File: src/rtl/stopwatch_ctrl.sv
// stopwatch_ctrl: control sequencer for the stopwatch minutes:seconds datapath.
// Conditions the buttons and switches, runs the RUN/PAUSE/ADJUST mode machine, and
// issues one-cycle increment/clear strobes plus blink qualifiers for the display.
//
// Ports:
//   clk, rst            system clock, synchronous active-high reset
//   pause_btn, clr_btn  raw bouncing pushbuttons (synchronized + debounced)
//   sel, adj            raw switches (synchronized only); sel=1 picks minutes, adj=1 adjust
//   tick_1hz, tick_2hz  one-cycle tick enables
//   sec_wrap            datapath seconds counter is at 59
//   sec_inc, min_inc    one-cycle increment strobes
//   clr_cnt             one-cycle clear strobe
//   paused              pause flag level
//   adjusting           high while in ADJUST
//   blink_sec/min       blank the seconds/minutes digits this cycle
module stopwatch_ctrl #(
    parameter int unsigned DEBOUNCE_CYCLES = 50000,
    parameter int unsigned CNT_W           = 16
) (
    input  logic clk,
    input  logic rst,
    input  logic pause_btn,
    input  logic clr_btn,
    input  logic sel,
    input  logic adj,
    input  logic tick_1hz,
    input  logic tick_2hz,
    input  logic sec_wrap,
    output logic sec_inc,
    output logic min_inc,
    output logic clr_cnt,
    output logic paused,
    output logic adjusting,
    output logic blink_sec,
    output logic blink_min
);

    typedef enum logic [1:0] {StRun, StPause, StAdjust} state_t;

    localparam logic [CNT_W-1:0] CntLast = CNT_W'(DEBOUNCE_CYCLES - 1);

    // Raw input bit order: 0 pause_btn, 1 clr_btn, 2 sel, 3 adj
    logic [3:0]       raw;
    logic [3:0]       sync1;
    logic [3:0]       sync2;
    logic [1:0]       db_stable;
    logic [1:0]       db_prev;
    logic [CNT_W-1:0] db_cnt [2];

    state_t state;
    state_t state_nxt;
    logic   phase;
    logic   phase_nxt;
    logic   sec_nxt;
    logic   min_nxt;
    logic   pause_press;
    logic   clr_press;
    logic   sel_s;
    logic   adj_s;

    assign raw         = {adj, sel, clr_btn, pause_btn};
    assign sel_s       = sync2[2];
    assign adj_s       = sync2[3];
    // Press pulse is valid in the cycle after stable rises; it acts on the following edge.
    assign pause_press = db_stable[0] & ~db_prev[0];
    assign clr_press   = db_stable[1] & ~db_prev[1];

    always_comb begin
        state_nxt = state;
        unique case (state)
            StRun: begin
                if (adj_s)       state_nxt = StAdjust;
                else if (paused) state_nxt = StPause;
            end
            StPause: begin
                if (adj_s)        state_nxt = StAdjust;
                else if (!paused) state_nxt = StRun;
            end
            StAdjust: begin
                if (!adj_s) state_nxt = paused ? StPause : StRun;
            end
            default: state_nxt = StRun;
        endcase

        // Strobes follow the state being left, so a tick on a transition uses the old mode.
        sec_nxt = 1'b0;
        min_nxt = 1'b0;
        if (state == StRun && tick_1hz) begin
            sec_nxt = 1'b1;
            min_nxt = sec_wrap;
        end else if (state == StAdjust && tick_2hz) begin
            sec_nxt = ~sel_s;
            min_nxt = sel_s;
        end
        if (clr_press) begin
            sec_nxt = 1'b0;
            min_nxt = 1'b0;
        end

        if (state_nxt != StAdjust) begin
            phase_nxt = 1'b0;
        end else if (state == StAdjust && tick_2hz) begin
            phase_nxt = ~phase;
        end else begin
            phase_nxt = phase;
        end
    end

    always_ff @(posedge clk) begin
        if (rst) begin
            sync1     <= '0;
            sync2     <= '0;
            db_stable <= '0;
            db_prev   <= '0;
            db_cnt[0] <= '0;
            db_cnt[1] <= '0;
            state     <= StRun;
            phase     <= 1'b0;
            paused    <= 1'b0;
            sec_inc   <= 1'b0;
            min_inc   <= 1'b0;
            clr_cnt   <= 1'b0;
            adjusting <= 1'b0;
            blink_sec <= 1'b0;
            blink_min <= 1'b0;
        end else begin
            sync1 <= raw;
            sync2 <= sync1;
            for (int i = 0; i < 2; i++) begin
                db_prev[i] <= db_stable[i];
                if (sync2[i] == db_stable[i]) begin
                    db_cnt[i] <= '0;
                end else if (db_cnt[i] == CntLast) begin
                    db_stable[i] <= sync2[i];
                    db_cnt[i]    <= '0;
                end else begin
                    db_cnt[i] <= db_cnt[i] + 1'b1;
                end
            end
            state     <= state_nxt;
            phase     <= phase_nxt;
            paused    <= paused ^ pause_press;
            sec_inc   <= sec_nxt;
            min_inc   <= min_nxt;
            clr_cnt   <= clr_press;
            adjusting <= (state_nxt == StAdjust);
            blink_sec <= (state_nxt == StAdjust) & ~sel_s & phase_nxt;
            blink_min <= (state_nxt == StAdjust) & sel_s & phase_nxt;
        end
    end

endmodule
File: config.mk
export PLATFORM = sky130hd
export DESIGN_NAME = stopwatch_ctrl
export DESIGN_NICKNAME = d
export VERILOG_FILES = /design/src/rtl/stopwatch_ctrl.sv
export SDC_FILE = /design/constraint.sdc
export NUM_CORES = 1
export LEC_CHECK = 0
export ABC_AREA = 1
export BUFFER_PORTS_ARGS = -buffer_cell sky130_fd_sc_hd__buf_2
export CAP_MARGIN = 20
export CORE_ASPECT_RATIO = 2
export CORE_MARGIN = 2
export CORE_UTILIZATION = 30
export CTS_BUF_LIST = sky130_fd_sc_hd__clkbuf_4
export CTS_CLUSTER_DIAMETER = 50
export DETAILED_ROUTE_END_ITERATION = 7
export GPL_ROUTABILITY_DRIVEN = 0
export PLACE_DENSITY = 0.44
export REMOVE_ABC_BUFFERS = 1
export SETUP_SLACK_MARGIN = 0.15
export SYNTH_ARGS = -nofsm -noshare
export SYNTH_HDL_FRONTEND = slang
export SYNTH_SLANG_ARGS = --single-unit
File: constraint.sdc
create_clock -name clk -period 2.3 [get_ports clk]
set_input_delay 0.345 -clock clk [delete_from_list [all_inputs] [get_ports clk]]
set_output_delay 0.345 -clock clk [all_outputs]
set_load 0.01 [all_outputs]
## Word level (Yosys, flattened, before mapping)

Memories as Yosys holds them, arrays and structs flattened.
Cells that the tools add are included.

- Register bits: 22
- Latch bits: 0
- Memory bits (writable): 32
- Bits in read-only memories: 0
- Bits of input ports: 9
- Logic and storage cells: 93
- Memories: 1

Memory list:

| name | words | bits a word | rd ports | clocked after memory_dff | wr ports | line | RTL |
|---|---|---|---|---|---|---|---|
| db_cnt | 2 | 16 | 2 | 0 | 2 | 48 | `logic [CNT_W-1:0] db_cnt [2];` |

- Add/subtract/negate cells: 2
- Multipliers: 0
- Divide/modulo/power cells: 0
- Order comparisons: 0
- Equality and inequality tests: 8
- Shift operators: 0
- Muxes and demuxes: 43
- Bitwise gates (word level): 19
- Reductions and logical operators: 6

Operators by type and width:

| operator | number |
|---|---|
| two-way mux 16 bit | 6 |
| adder 16 x 1 -> 16 bit, second input constant | 2 |
| equality test 16 bit, second input constant | 2 |
| two-way mux 1 bit | 31 |
| two-way mux 2 bit | 5 |
| AND 1 bit | 6 |
| inverter 1 bit | 6 |
| OR 1 bit | 6 |
| case mux 2 bit (3 select lines) | 1 |
| equality test 2 bit, second input constant | 2 |
| AND reduction 2 bit | 2 |
| equality test 1 bit | 2 |
| equality test 2 x 1 -> 1 bit, second input constant | 1 |
| logical AND 1 bit | 2 |
| zero test 2 bit | 1 |
| inequality test 2 bit, second input constant | 1 |
| OR reduction 2 bit | 1 |
| XOR 1 bit | 1 |

## Longest topological paths before layout

Gate-level depths: netlist of the first run.

- Depth after elaboration: 7
- Depth in mapped cells: 8
- Mapped depth without buffers: 8

## Worst setup path after synthesis of the first run

Ideal clock, no wire load.

- Path type: flip-flop to flip-flop
- Start: memory db_cnt[1][0]
- End: memory db_cnt[1][11] (data pin)
- Arrival time: 1244 ps
- Required time: 2046 ps
- Setup slack: 802 ps
- Stages on the path, launching flop included: 8
- Period minus slack after synthesis: 1498 ps
- Cells stage by stage: edfxtp_1 ha_1 nand3_2 nor2_4 nand3_2 nand2_2 buf_6 nor2_1

RTL lines:

| item | line |
|---|---|
| start, declared | 48 |

==> results of run 1 <==
## sequential cells by signal, summed over array words and instances (netlist names)
register   count
adjusting      1
blink_min      1
blink_sec      1
clr_cnt        1
db_cnt        32
db_prev        2
db_stable      2
min_inc        1
paused         1
phase          1
sec_inc        1
state          2
sync1          4
sync2          4
## worst paths after layout
path	cells past startpoint	endpoint	slack (ns)
hold reg to reg	2	sync2[0]$_SDFF_PP0_	0.42
setup reg to reg	6	db_cnt[1][8]$_SDFFCE_PN0P_	0.58
hold / removal	3	sync1[2]$_SDFF_PP0_	0.14
setup / recovery	6	db_cnt[1][8]$_SDFFCE_PN0P_	0.58
## per-layer routing
metal / part of all wire (%) / track usage (%)
met3: 1.9 / 2.21
met2: 59 / 25.7
met4: 2.7 / 5.97
met5: 0 / 0
met1: 36 / 10.5
## area by class of cell
| type | count | area [sq um] | share of cell area, % |
|---|---|---|---|
| flip-flops and latches | 54 | 1400 | 46.2 |
| multi-input cells | 253 | 1180 | 38.9 |
| inverters | 45 | 169 | 5.57 |
| well taps | 100 | 125 | 4.13 |
| repair buffers | 15 | 75.1 | 2.48 |
| clock buffers | 6 | 45.0 | 1.49 |
| clock inverters | 2 | 36.3 | 1.20 |
| diodes | 1 | 2.50 | 0.0825 |
## stage by stage
step / utilization (%) / hold slack, ns
final: 35.1 / 0.139
after global routing: 35.1 / 0.0962
after CTS: 35.0 / 0.107
after detailed placement: 34.1 / 0.395
after global placement: 34.1 / 0.391
after floorplan: - / 0.388
## cells in the final DEF (no fill, tap or decap), drive strengths merged, types with 2 or more instances in the layout
| master | count |
|---|---|
| nor2 | 74 |
| nand2 | 69 |
| inv | 46 |
| edfxtp | 32 |
| conb | 32 |
| nand3 | 28 |
| dfxtp | 22 |
| a21oi | 17 |
| buf | 15 |
| nand4 | 9 |
| xor2 | 9 |
| clkbuf | 6 |
| xnor2 | 5 |
| o21ai | 5 |
| ha | 2 |
## critical path, stage by stage (launching register included)
cell                       delay, ns
sky130_fd_sc_hd__edfxtp_1       0.43
sky130_fd_sc_hd__ha_1           0.29
sky130_fd_sc_hd__nand3_2        0.15
sky130_fd_sc_hd__nor2_4         0.13
sky130_fd_sc_hd__nand3_2        0.09
sky130_fd_sc_hd__nand2_2        0.28
sky130_fd_sc_hd__nor2_1         0.10
## where the power goes
part | leakage [uW] | switching, uW | total [uW] | internal (uW)
registers | 0.000510 | 31.9 | 1090 | 1060
logic | 0.000698 | 58.2 | 89.8 | 31.6
clock network | 0.0000462 | 303 | 545 | 243
## kinds of logic after synthesis
family	Yosys count	synth area share [%]
AOI/OAI and AO/OA	23	4.56
xor gates and xnor gates	14	4.61
adders and majority gates	2	0.941
buffers and inverters	48	7.34
DFF	54	52.7
other	1	0.141
and+or+nand+nor	182	29.7
==> implementation parameters, run 1 <==
Parameter                              Value

Clock tree
  Clock-pin slew on the worst setup and hold paths ... 0.16 ns
  Quantity of gates resized following cts ... 0
  Setup fix buffers added after clock tree synthesis ... 0
  Number of clock sinks seen by CTS ... 54
  Clock insertion delay at the later pin of the skew report ... ~0.38 ns
  Clock tree from TritonCTS ... built
  Hold buffers post-CTS ... 0
  Deepest clock path buffer count ... 2
  TritonCTS buffer count ... 5
  Maximum level of the CTS H-tree ... 2
  Clock tree root buffer cell ... sky130_fd_sc_hd__clkbuf_4

Finish
  Filler Cells Inserted ... 960
  Post-synthesis to final-layout area growth ... 14.1%
  Proportion of layout cells with a drive suffix above 1 ... under 10%
  Count of nets after finishing ... roughly 390
  Final standard cell count with taps included and fillers excluded ... 476
  Post-route cell area ... 0.00303 sq mm

Critical path
  Critical path start-end classification ... flip-flop to flip-flop
  Element type at the critical path start ... flip-flop
  Kind of capture point of the worst setup path ... flip-flop
  Worst reg2reg startpoint ... db_cnt[1][0]$_SDFFCE_PN0P_
  Launching instance or port of the critical path ... db_cnt[1][0]$_SDFFCE_PN0P_
  Required @ worst endpoint ... between 2 and 2.5 ns
  Maximum net fanout on the critical path ... 16
  Data arrival at the endpoint of the critical path ... 1.86 ns

Placed design
  Area after DPL ... 0.00295 sq mm
  Placed instance count ... 467
  Worst slack at placement ... between 0.5 and 0.6 ns
  HPWL after detailed placement ... 4250 um
  Number of buffer cells added on primary ports ... 15

STA
  Smallest setup slack after layout ... between 0.5 and 0.6 ns
  RSZ-0062 raised after global routing ... no
  Final critical delay including setup and external delays ... 1.72 ns
  Final TNS setup ... 0 ns
  Period utilization ... 74.8%
  Setup Skew ... 0.0163 ns
  # setup viols final ... 0
  Number of slew-limit violations in the final report ... 0
  Final hold vios ... 0
  Max Clk Rate ... 581 MHz

Yosys
  Commonest register cell after synthesis ... sky130_fd_sc_hd__edfxtp_1
  Mapped Cells ... 324
  Area share of the largest cell type after synthesis ... 36.1%
  Most frequent cells after synthesis ... sky130_fd_sc_hd__nor2_1, sky130_fd_sc_hd__nand2_1, sky130_fd_sc_hd__inv_1, sky130_fd_sc_hd__edfxtp_1, sky130_fd_sc_hd__nand3_1
  Largest area contributor in the synthesized netlist ... sky130_fd_sc_hd__edfxtp_1
  Sequential share of the synthesized area ... 52.7%
  Number of storage elements in the synthesis netlist ... 54
  Distinct cell type count after synthesis ... 24
  Post-Syn Area per Cell ... roughly 8 sq um
  Count leader, synth ... sky130_fd_sc_hd__nor2_1
  FFs w/ async S/R, synth ... 0%
  Area contributors post-synth ... sky130_fd_sc_hd__edfxtp_1, sky130_fd_sc_hd__dfxtp_1, sky130_fd_sc_hd__nor2_1
  Post-synth EDFFs ... 32
  YS warnings ... 0
  Synth Cell Area ... 0.00266 sq mm

Route
  DR vias/cell ... between 4 and 5
  Detailed Routing Iterations Pass 1 ... 4
  DRC errors left ... 0
  Routed len/inst ... 11.4 um
  Number of violations reported at the end of detailed-routing iteration 0 ... 83
  Routed via count ... between 2000 and 2500
  Post-DRT Antenna Nets ... 0
  Total wire length ... around 5400 um

GRT
  Number of antenna violations at the first check in global routing ... 1
  Global-route wire length before repair ... 9030 um
  Total congestion overflow after global routing ... 0
  Largest net degree at the start of global routing ... 17
  Vias in the first global route ... 2032
  Aggregate global-route resource usage ... 12.3%

Die
  I/O Pins ... 16
  Core Box Area ... 0.00865 sq mm
  Cell row count ... 48
  Die Ht ... 137 um
  Die X-Extent ... ~71 um
  Initial cell density of the core ... 30.7%
  Overall die area ... 0.00968 sq mm

Power and ir drop
  Leak pwr ... 0.00125 uW
  Total power per unit cell area ... 568 mW/mm^2
  Power Total ... roughly 1700 uW
  IR drop worst, VDD ... 428 uV

Outcome
  Outcome ... complete, no violations

Worst hold path
  Hold path startpoint ... sel
  Hold crit path type ... input pin to flip-flop

Flow run
  Maximum Capacitance Violations ... 0
No activity file was read; power rests on OpenSTA's default activity.
==> run 2, diff against run 1 <==
--- a/config.mk
+++ b/config.mk
@@ -5,7 +5,7 @@
 export SDC_FILE = /design/constraint.sdc
 export NUM_CORES = 1
 export LEC_CHECK = 0
-export ABC_AREA = 1
+export ABC_AREA = 0
 export BUFFER_PORTS_ARGS = -buffer_cell sky130_fd_sc_hd__buf_2
 export CAP_MARGIN = 20
 export CORE_ASPECT_RATIO = 2
@@ -15,7 +15,7 @@
 export CTS_CLUSTER_DIAMETER = 50
 export DETAILED_ROUTE_END_ITERATION = 7
 export GPL_ROUTABILITY_DRIVEN = 0
-export PLACE_DENSITY = 0.44
+export PLACE_DENSITY = 0.46
 export REMOVE_ABC_BUFFERS = 1
 export SETUP_SLACK_MARGIN = 0.15
 export SYNTH_ARGS = -nofsm -noshare
==> constraint.sdc (replaced) <==
create_clock -name clk -period 1.5 [get_ports clk]
set_input_delay 0.225 -clock clk [delete_from_list [all_inputs] [get_ports clk]]
set_output_delay 0.225 -clock clk [all_outputs]
set_load 0.01 [all_outputs]
==> run 2 against run 1 <==
The run now ends with setup timing left; largest cell class unchanged; clock skew decreased by 0.0014 ns; sequential share of layout area decreased by 5.0 points; hold slack got worse by 0.11 ns; critical path type unchanged; die area decreased by 7.9%; global-route usage increased by 0.44 points; largest power group unchanged.
==> implementation parameters, run 2 <==
Parameter                              Value

Outcome
  Outcome ... finished with violations
  Failing checks ... setup timing

Route
  Metal1 wirelength ... 1790 um
  Met2 WL post-DR ... just under 3000 um
  Number of violations reported at the end of detailed-routing iteration 0 ... 61
  Routed via count ... approximately 1900
  Top Metal Used ... met4
  DR WL met3 ... 129 um
  DR vias/cell ... about 4.3
  Total wire length ... 5010 um
  Detailed Routing Iterations Pass 1 ... 4
  Post-DRT Antenna Nets ... 0
  DRC errors left ... 0
  Routed len/inst ... 11.5 um

Finish
  Largest registers ... db_cnt (32), sync1 (4), sync2 (4)
  Post-route cell area ... 0.00340 sq mm
  Multi-input combinational cell area ... between 0.001 and 0.0015 sq mm
  FF+latch area ... ~0.0014 sq mm
  Proportion of layout cells with a drive suffix above 1 ... 32.0%
  Most flop-heavy register ... db_cnt
  Post-synthesis to final-layout area growth ... 39.4%
  Flip-flop count of the largest register, all copies and words added ... 32
  Count of nets after finishing ... 347
  Filler Cells Inserted ... 782
  Final standard cell count with taps included and fillers excluded ... 434
  Most frequent cells in the layout ... sky130_fd_sc_hd__buf_4, sky130_fd_sc_hd__edfxtp_1, sky130_fd_sc_hd__conb_1
  Most common cell after layout, fill and taps aside ... sky130_fd_sc_hd__buf_4

Critical path
  Required @ worst endpoint ... ~1.7 ns
  Element type at the critical path start ... flip-flop
  Delay of the slowest critical-path stage ... 0.53 ns
  Worst reg2reg startpoint ... db_cnt[1][12]$_SDFFCE_PN0P_
  Cell-by-cell listing of the critical path ... or4_1, or3_4, o21ai_4, buf_12, nor2_1
  Maximum net fanout on the critical path ... 16
  Register-to-register path setup slack ... -0.44 ns
  Data arrival at the endpoint of the critical path ... roughly 2.1 ns
  Critical path start-end classification ... flip-flop to flip-flop
  Kind of capture point of the worst setup path ... flip-flop
  Slowest cell on the critical path ... sky130_fd_sc_hd__or4_1
  Logic depth of the worst register-to-register path ... 5
  Reg2Reg Capture Point ... db_cnt[1][2]$_SDFFCE_PN0P_

Worst hold path
  Hold Path End ... sync1[0]$_SDFF_PP0_
  Hold path startpoint ... pause_btn
  Depth of the worst hold-timing path ... 2
  Hold crit path type ... input pin to flip-flop

Yosys
  Post-synth EDFFs ... 32
  Area contributors post-synth ... sky130_fd_sc_hd__edfxtp_1, sky130_fd_sc_hd__dfxtp_1, sky130_fd_sc_hd__xnor2_1
  Number of storage elements in the synthesis netlist ... 54
  FFs w/ async S/R, synth ... 0%
  Distinct cell type count after synthesis ... 35
  Most frequent cells after synthesis ... sky130_fd_sc_hd__nor2_1, sky130_fd_sc_hd__edfxtp_1, sky130_fd_sc_hd__xnor2_1, sky130_fd_sc_hd__dfxtp_1
  Post-Syn Area per Cell ... ~11 sq um
  Count leader, synth ... sky130_fd_sc_hd__nor2_1
  Commonest register cell after synthesis ... sky130_fd_sc_hd__edfxtp_1
  Mapped Cells ... 226
  Synth Cell Area ... roughly 0.0024 sq mm
  Area share of the largest cell type after synthesis ... 39.4%
  Sequential share of the synthesized area ... 57.4%
  Largest area contributor in the synthesized netlist ... sky130_fd_sc_hd__edfxtp_1
  YS warnings ... 0

STA
  Smallest setup slack after layout ... -0.445 ns
  Number of slew-limit violations in the final report ... 0
  Setup Skew ... 0.0149 ns
  Final hold vios ... 0
  # setup viols final ... 33
  Period utilization ... 130%
  RSZ-0062 raised after global routing ... yes
  Final TNS setup ... -9.50 ns
  Max Clk Rate ... 514 MHz
  Final critical delay including setup and external delays ... 1.94 ns

Clock tree
  Number of clock sinks seen by CTS ... 54
  Clock tree from TritonCTS ... built
  Clock insertion delay at the later pin of the skew report ... 0.40 ns
  Clock tree root buffer cell ... sky130_fd_sc_hd__clkbuf_4
  Maximum level of the CTS H-tree ... 2
  TritonCTS buffer count ... 5
  Clock-pin slew on the worst setup and hold paths ... 0.16 ns
  Deepest clock path buffer count ... 2

Die
  Cell row count ... 46
  Initial cell density of the core ... 30.9%
  Core Box Area ... 0.00789 sq mm
  Die Ht ... 132 um
  I/O Pins ... 16
  Overall die area ... around 0.009 sq mm
  Die X-Extent ... 67.8 um

GRT
  Largest net degree at the start of global routing ... 20
  Vias in the first global route ... between 1500 and 2000
  Number of antenna violations at the first check in global routing ... 1
  Aggregate global-route resource usage ... 12.7%
  Total congestion overflow after global routing ... 0
  Global-route wire length before repair ... 8470 um

Placed design
  Number of buffer cells added on primary ports ... 15
  Placed instance count ... 417
  HPWL after detailed placement ... 3770 um
  Area after DPL ... 0.00313 sq mm

Power and ir drop
  Total power per unit cell area ... approximately 760 mW/mm^2
  IR drop worst, VDD ... 411 uV
  Leak pwr ... between 0.001 and 0.0015 uW

Flow run
  Maximum Capacitance Violations ... 0
-- run 2: worst max-delay path, delay by kind of cell, from the launching register on --
family,cells,cell delay (ns)
and+or+nand+nor,3,1.00
DFF,1,0.41
buffers and inverters,1,0.16
AOI/OAI and AO/OA,1,0.15
-- run 2: kinds of logic (layout without fill, tap and decap cells) --
logic type | Yosys count | in the layout | share of synthesized area [%]
and+or+nand+nor | 113 | 113 | 24.2
DFF | 54 | 54 | 57.4
xor gates and xnor gates | 31 | 31 | 11.1
buffers and inverters | 15 | 95 | 2.87
AOI/OAI and AO/OA | 8 | 8 | 2.41
adders and majority gates | 2 | 2 | 1.03
muxes | 2 | 2 | 0.821
other | 1 | 33 | 0.154
-- run 2: where the power goes --
part           internal [uW]  total [uW]  switching (uW)
clock network            199         707             508
logic                    123         225             103
registers               1620        1660            35.8
-- run 2: routing by layer --
metal / global-route usage (%) / vias to the layer above
met2: 23.0 / 22
li1: - / 969
met3: 2.74 / 10
met1: 12.3 / 859
met5: 0 / -
met4: 7.56 / 0
-- run 2: stage by stage --
step | total power [uW] | worst slack, ns | util, % | hold WS [ns]
6_report | 2590 | -0.445 | 43.1 | 0.0263
5_1_grt | 2720 | -0.506 | 43.1 | 0.000834
4_1_cts | 2640 | -0.455 | 42.3 | 0.00525
3_5_place_dp | 1890 | -0.440 | 39.7 | 0.415
3_3_place_gp | 1880 | -0.410 | 39.7 | 0.407
2_1_floorplan | 1770 | -0.472 | - | 0.297
-- run 2: how the worst max path moves through the flow --
stage / from / end / slack [ns] / depth (start not counted)
3_5_place_dp: db_cnt[1][12]$_SDFFCE_PN0P_ / db_cnt[1][9]$_SDFFCE_PN0P_ / -0.44 / 5
2_1_floorplan: db_cnt[1][12]$_SDFFCE_PN0P_ / db_cnt[1][10]$_SDFFCE_PN0P_ / -0.47 / 4
3_3_place_gp: db_cnt[1][12]$_SDFFCE_PN0P_ / db_cnt[1][8]$_SDFFCE_PN0P_ / -0.41 / 5
4_1_cts: db_cnt[1][12]$_SDFFCE_PN0P_ / db_cnt[1][2]$_SDFFCE_PN0P_ / -0.46 / 5
5_1_grt: db_cnt[1][12]$_SDFFCE_PN0P_ / db_cnt[1][2]$_SDFFCE_PN0P_ / -0.51 / 5
6_report: db_cnt[1][12]$_SDFFCE_PN0P_ / db_cnt[1][2]$_SDFFCE_PN0P_ / -0.44 / 5
-- run 2: final cells by class --
type / instances / share of cell area, %
Multi-Input combinational cell: 188 / 35.4
Antenna cell: 1 / 0.0736
Sequential cell: 54 / 41.2
Tap cell: 96 / 3.53
Timing Repair Buffer: 76 / 16.7
Clock inverter: 3 / 0.773
Inverter: 11 / 1.21
Clock buffer: 5 / 1.10
-- run 2: what timing repair did --
| action | CTS | global route |
|---|---|---|
| gates resized for setup | 19 | 14 |
| hold buffers | 2 | 0 |
| cloned | 0 | 0 |
| buffers inserted | 4 | 2 |
| pin swaps | 16 | 4 |
| setup endpoints to repair | 33 | 34 |
| endpoints found under the hold margin | 2 | 0 |
==> run 3, diff against run 2 <==
--- a/config.mk
+++ b/config.mk
@@ -11,7 +11,7 @@
 export CORE_ASPECT_RATIO = 2
 export CORE_MARGIN = 2
 export CORE_UTILIZATION = 30
-export CTS_BUF_LIST = sky130_fd_sc_hd__clkbuf_4
+export CTS_BUF_LIST = sky130_fd_sc_hd__clkbuf_8
 export CTS_CLUSTER_DIAMETER = 50
 export DETAILED_ROUTE_END_ITERATION = 7
 export GPL_ROUTABILITY_DRIVEN = 0
==> run 3 against run 2 <==
The run still ends with setup timing left; power rose by 6.3%; maximum frequency rose by 0.16%; final area fell by 0.18%; critical path depth did not move; non-clock buffer count fell by 3; cell count fell by 0.92%; clock power rose by 24%; first-iteration DRC count fell by 9.8%; worst setup slack improved by 0.0031 ns; sequential share of layout area rose by 0.076 points; global-route usage fell by 0.10 points; die area did not move; largest power group unchanged.
==> implementation parameters, run 3 (synthesis results as in run 2) <==
Parameter                              Value

Die
  I/O Pins ... 16
  Overall die area ... 0.00891 sq mm
  Cell row count ... 46
  Core Box Area ... 0.00789 sq mm
  Die X-Extent ... 67.8 um
  Initial cell density of the core ... 30.9%
  Die Ht ... 132 um

Power and ir drop
  Power share of the clock group ... 31.9%
  Net switching power figure ... roughly 670 uW
  Relative contribution of combinational cells to total power ... 7.9%
  Leak pwr ... 0.00133 uW
  Cell Int Power ... ~2100 uW
  Power Total ... 2750 uW
  IR drop worst, VDD ... between 400 and 500 uV
  Reg power frac ... 60.1%
  Total power per unit cell area ... roughly 800 mW/mm^2
  Switching part of the total ... between 20% and 30%

Route
  DRC errors left ... 0
  DR vias/cell ... around 4.3
  Detailed Routing Iterations Pass 1 ... 4
  Routed via count ... approximately 1800
  Total wire length ... 4970 um
  Routed len/inst ... 11.6 um
  Number of violations reported at the end of detailed-routing iteration 0 ... 55
  Post-DRT Antenna Nets ... 0

STA
  Max Clk Rate ... 515 MHz
  Final hold vios ... 0
  Smallest setup slack after layout ... -0.442 ns
  Number of slew-limit violations in the final report ... 0
  # setup viols final ... 33
  Final critical delay including setup and external delays ... about 1.9 ns
  Period utilization ... 129%
  Setup Skew ... around 0.013 ns
  RSZ-0062 raised after global routing ... yes
  Worst slack on hold paths ... 0.0972 ns

Critical path
  Buffers plus inverters on the worst setup path ... 1
  Critical path start-end classification ... flip-flop to flip-flop
  Cell-by-cell listing of the critical path ... or4_1, or3_4, o21ai_4, buf_12, nor2_1
  Required @ worst endpoint ... 1.58 ns
  Top cell family by delay on the critical path ... simple AND/OR/NAND/NOR gates
  Kind of capture point of the worst setup path ... flip-flop
  Data arrival at the endpoint of the critical path ... 2.03 ns
  Slowest cell on the critical path ... sky130_fd_sc_hd__or4_1
  Delay of the slowest critical-path stage ... approximately 0.53 ns
  Maximum net fanout on the critical path ... 16
  Element type at the critical path start ... flip-flop

Finish
  Filler Cells Inserted ... roughly 780
  Total inserted antenna cells ... 0
  Most flop-heavy register ... db_cnt
  Multi-input combinational cell area ... about 0.0012 sq mm
  Post-synthesis to final-layout area growth ... 39.1%
  FF+latch area ... 0.00140 sq mm
  Post-route cell area ... 0.00339 sq mm
  Most frequent cells in the layout ... sky130_fd_sc_hd__buf_4, sky130_fd_sc_hd__edfxtp_1, sky130_fd_sc_hd__conb_1
  Largest registers ... db_cnt (32), sync1 (4), sync2 (4)
  Most common cell after layout, fill and taps aside ... sky130_fd_sc_hd__buf_4
  Flip-flop count of the largest register, all copies and words added ... 32
  Count of nets after finishing ... roughly 340
  Proportion of layout cells with a drive suffix above 1 ... 31.7%
  Post-layout utilization of the core ... 43.0%

GRT
  Aggregate global-route resource usage ... 12.6%
  Number of antenna violations at the first check in global routing ... 0
  Total congestion overflow after global routing ... 0
  Global-route wire length before repair ... 8420 um
  Vias in the first global route ... 1858
  Largest net degree at the start of global routing ... 20

Clock tree
  Clock tree root buffer cell ... sky130_fd_sc_hd__clkbuf_8
  Clock insertion delay at the later pin of the skew report ... 0.32 ns
  Clock tree from TritonCTS ... built
  TritonCTS buffer count ... 5
  Number of clock sinks seen by CTS ... 54
  Deepest clock path buffer count ... 2
  Hold buffers post-CTS ... 0
  Maximum level of the CTS H-tree ... 2
  Clock-pin slew on the worst setup and hold paths ... between 0.1 and 0.15 ns

Flow run
  Maximum Capacitance Violations ... 0

Outcome
  Failing checks ... setup timing
  Outcome ... finished with violations

Placed design
  Number of buffer cells added on primary ports ... 15
  HPWL after detailed placement ... about 3800 um
  Area after DPL ... about 0.0031 sq mm

Worst hold path
  Hold crit path type ... input pin to flip-flop
[run 3: changes by cell type in the layout (fill, tap and decap cells not counted), sizes merged]
cell / delta
buf: -1
diode: -1
dlygate4sd3: -2
[run 3: worst paths after layout]
path	start	to	slack (ns)	cells past startpoint
max	db_cnt[1][12]$_SDFFCE_PN0P_	db_cnt[1][7]$_SDFFCE_PN0P_	-0.44	5
min	sel	sync1[2]$_SDFF_PP0_	0.1	2
max reg2reg	db_cnt[1][12]$_SDFFCE_PN0P_	db_cnt[1][7]$_SDFFCE_PN0P_	-0.44	5
min reg2reg	db_prev[1]$_SDFF_PP0_	clr_cnt$_SDFF_PP0_	0.44	1
[run 3: metal layers]
metal  share of wire, %  global-route usage [%]  wire length, um
met5                  0                       0                0
met4                3.8                    7.56              190
met3                2.3                    2.74              116
met2                 57                    22.5             2860
met1                 36                    12.4             1810
[run 3: what timing repair did]
item | in CTS | in global routing
endpoints found under the setup margin | 33 | 33
cloned | 0 | 0
resized for setup | 18 | 14
buffers inserted | 3 | 2
pin swaps | 14 | 4
[run 3: area by class of cell]
cell class / count / area share [%]
flip-flops and latches: 54 / 41.3
repair buffers: 73 / 16.0
clock buffers: 5 / 2.03
well taps: 96 / 3.54
clock inverters: 3 / 0.774
inverters: 11 / 1.22
multi-input cells: 188 / 35.2
[run 3: power groups by stage]
stage | logic (uW) | clock network, uW | registers (uW)
floorplan | 84.5 | 0 | 1690
global placement | 197 | 0 | 1690
detailed placement | 198 | 0 | 1690
CTS | 211 | 931 | 1650
global route | 245 | 972 | 1660
finish | 218 | 879 | 1650
[run 3: stage by stage]
step / setup slack (ns) / setup TNS [ns] / cells
floorplan: -0.472 / -8.11 / 253
global placement: -0.410 / -7.80 / 417
detailed placement: -0.440 / -8.79 / 417
CTS: -0.454 / -9.89 / 428
global route: -0.499 / -12.21 / 430
finish: -0.442 / -9.20 / 430
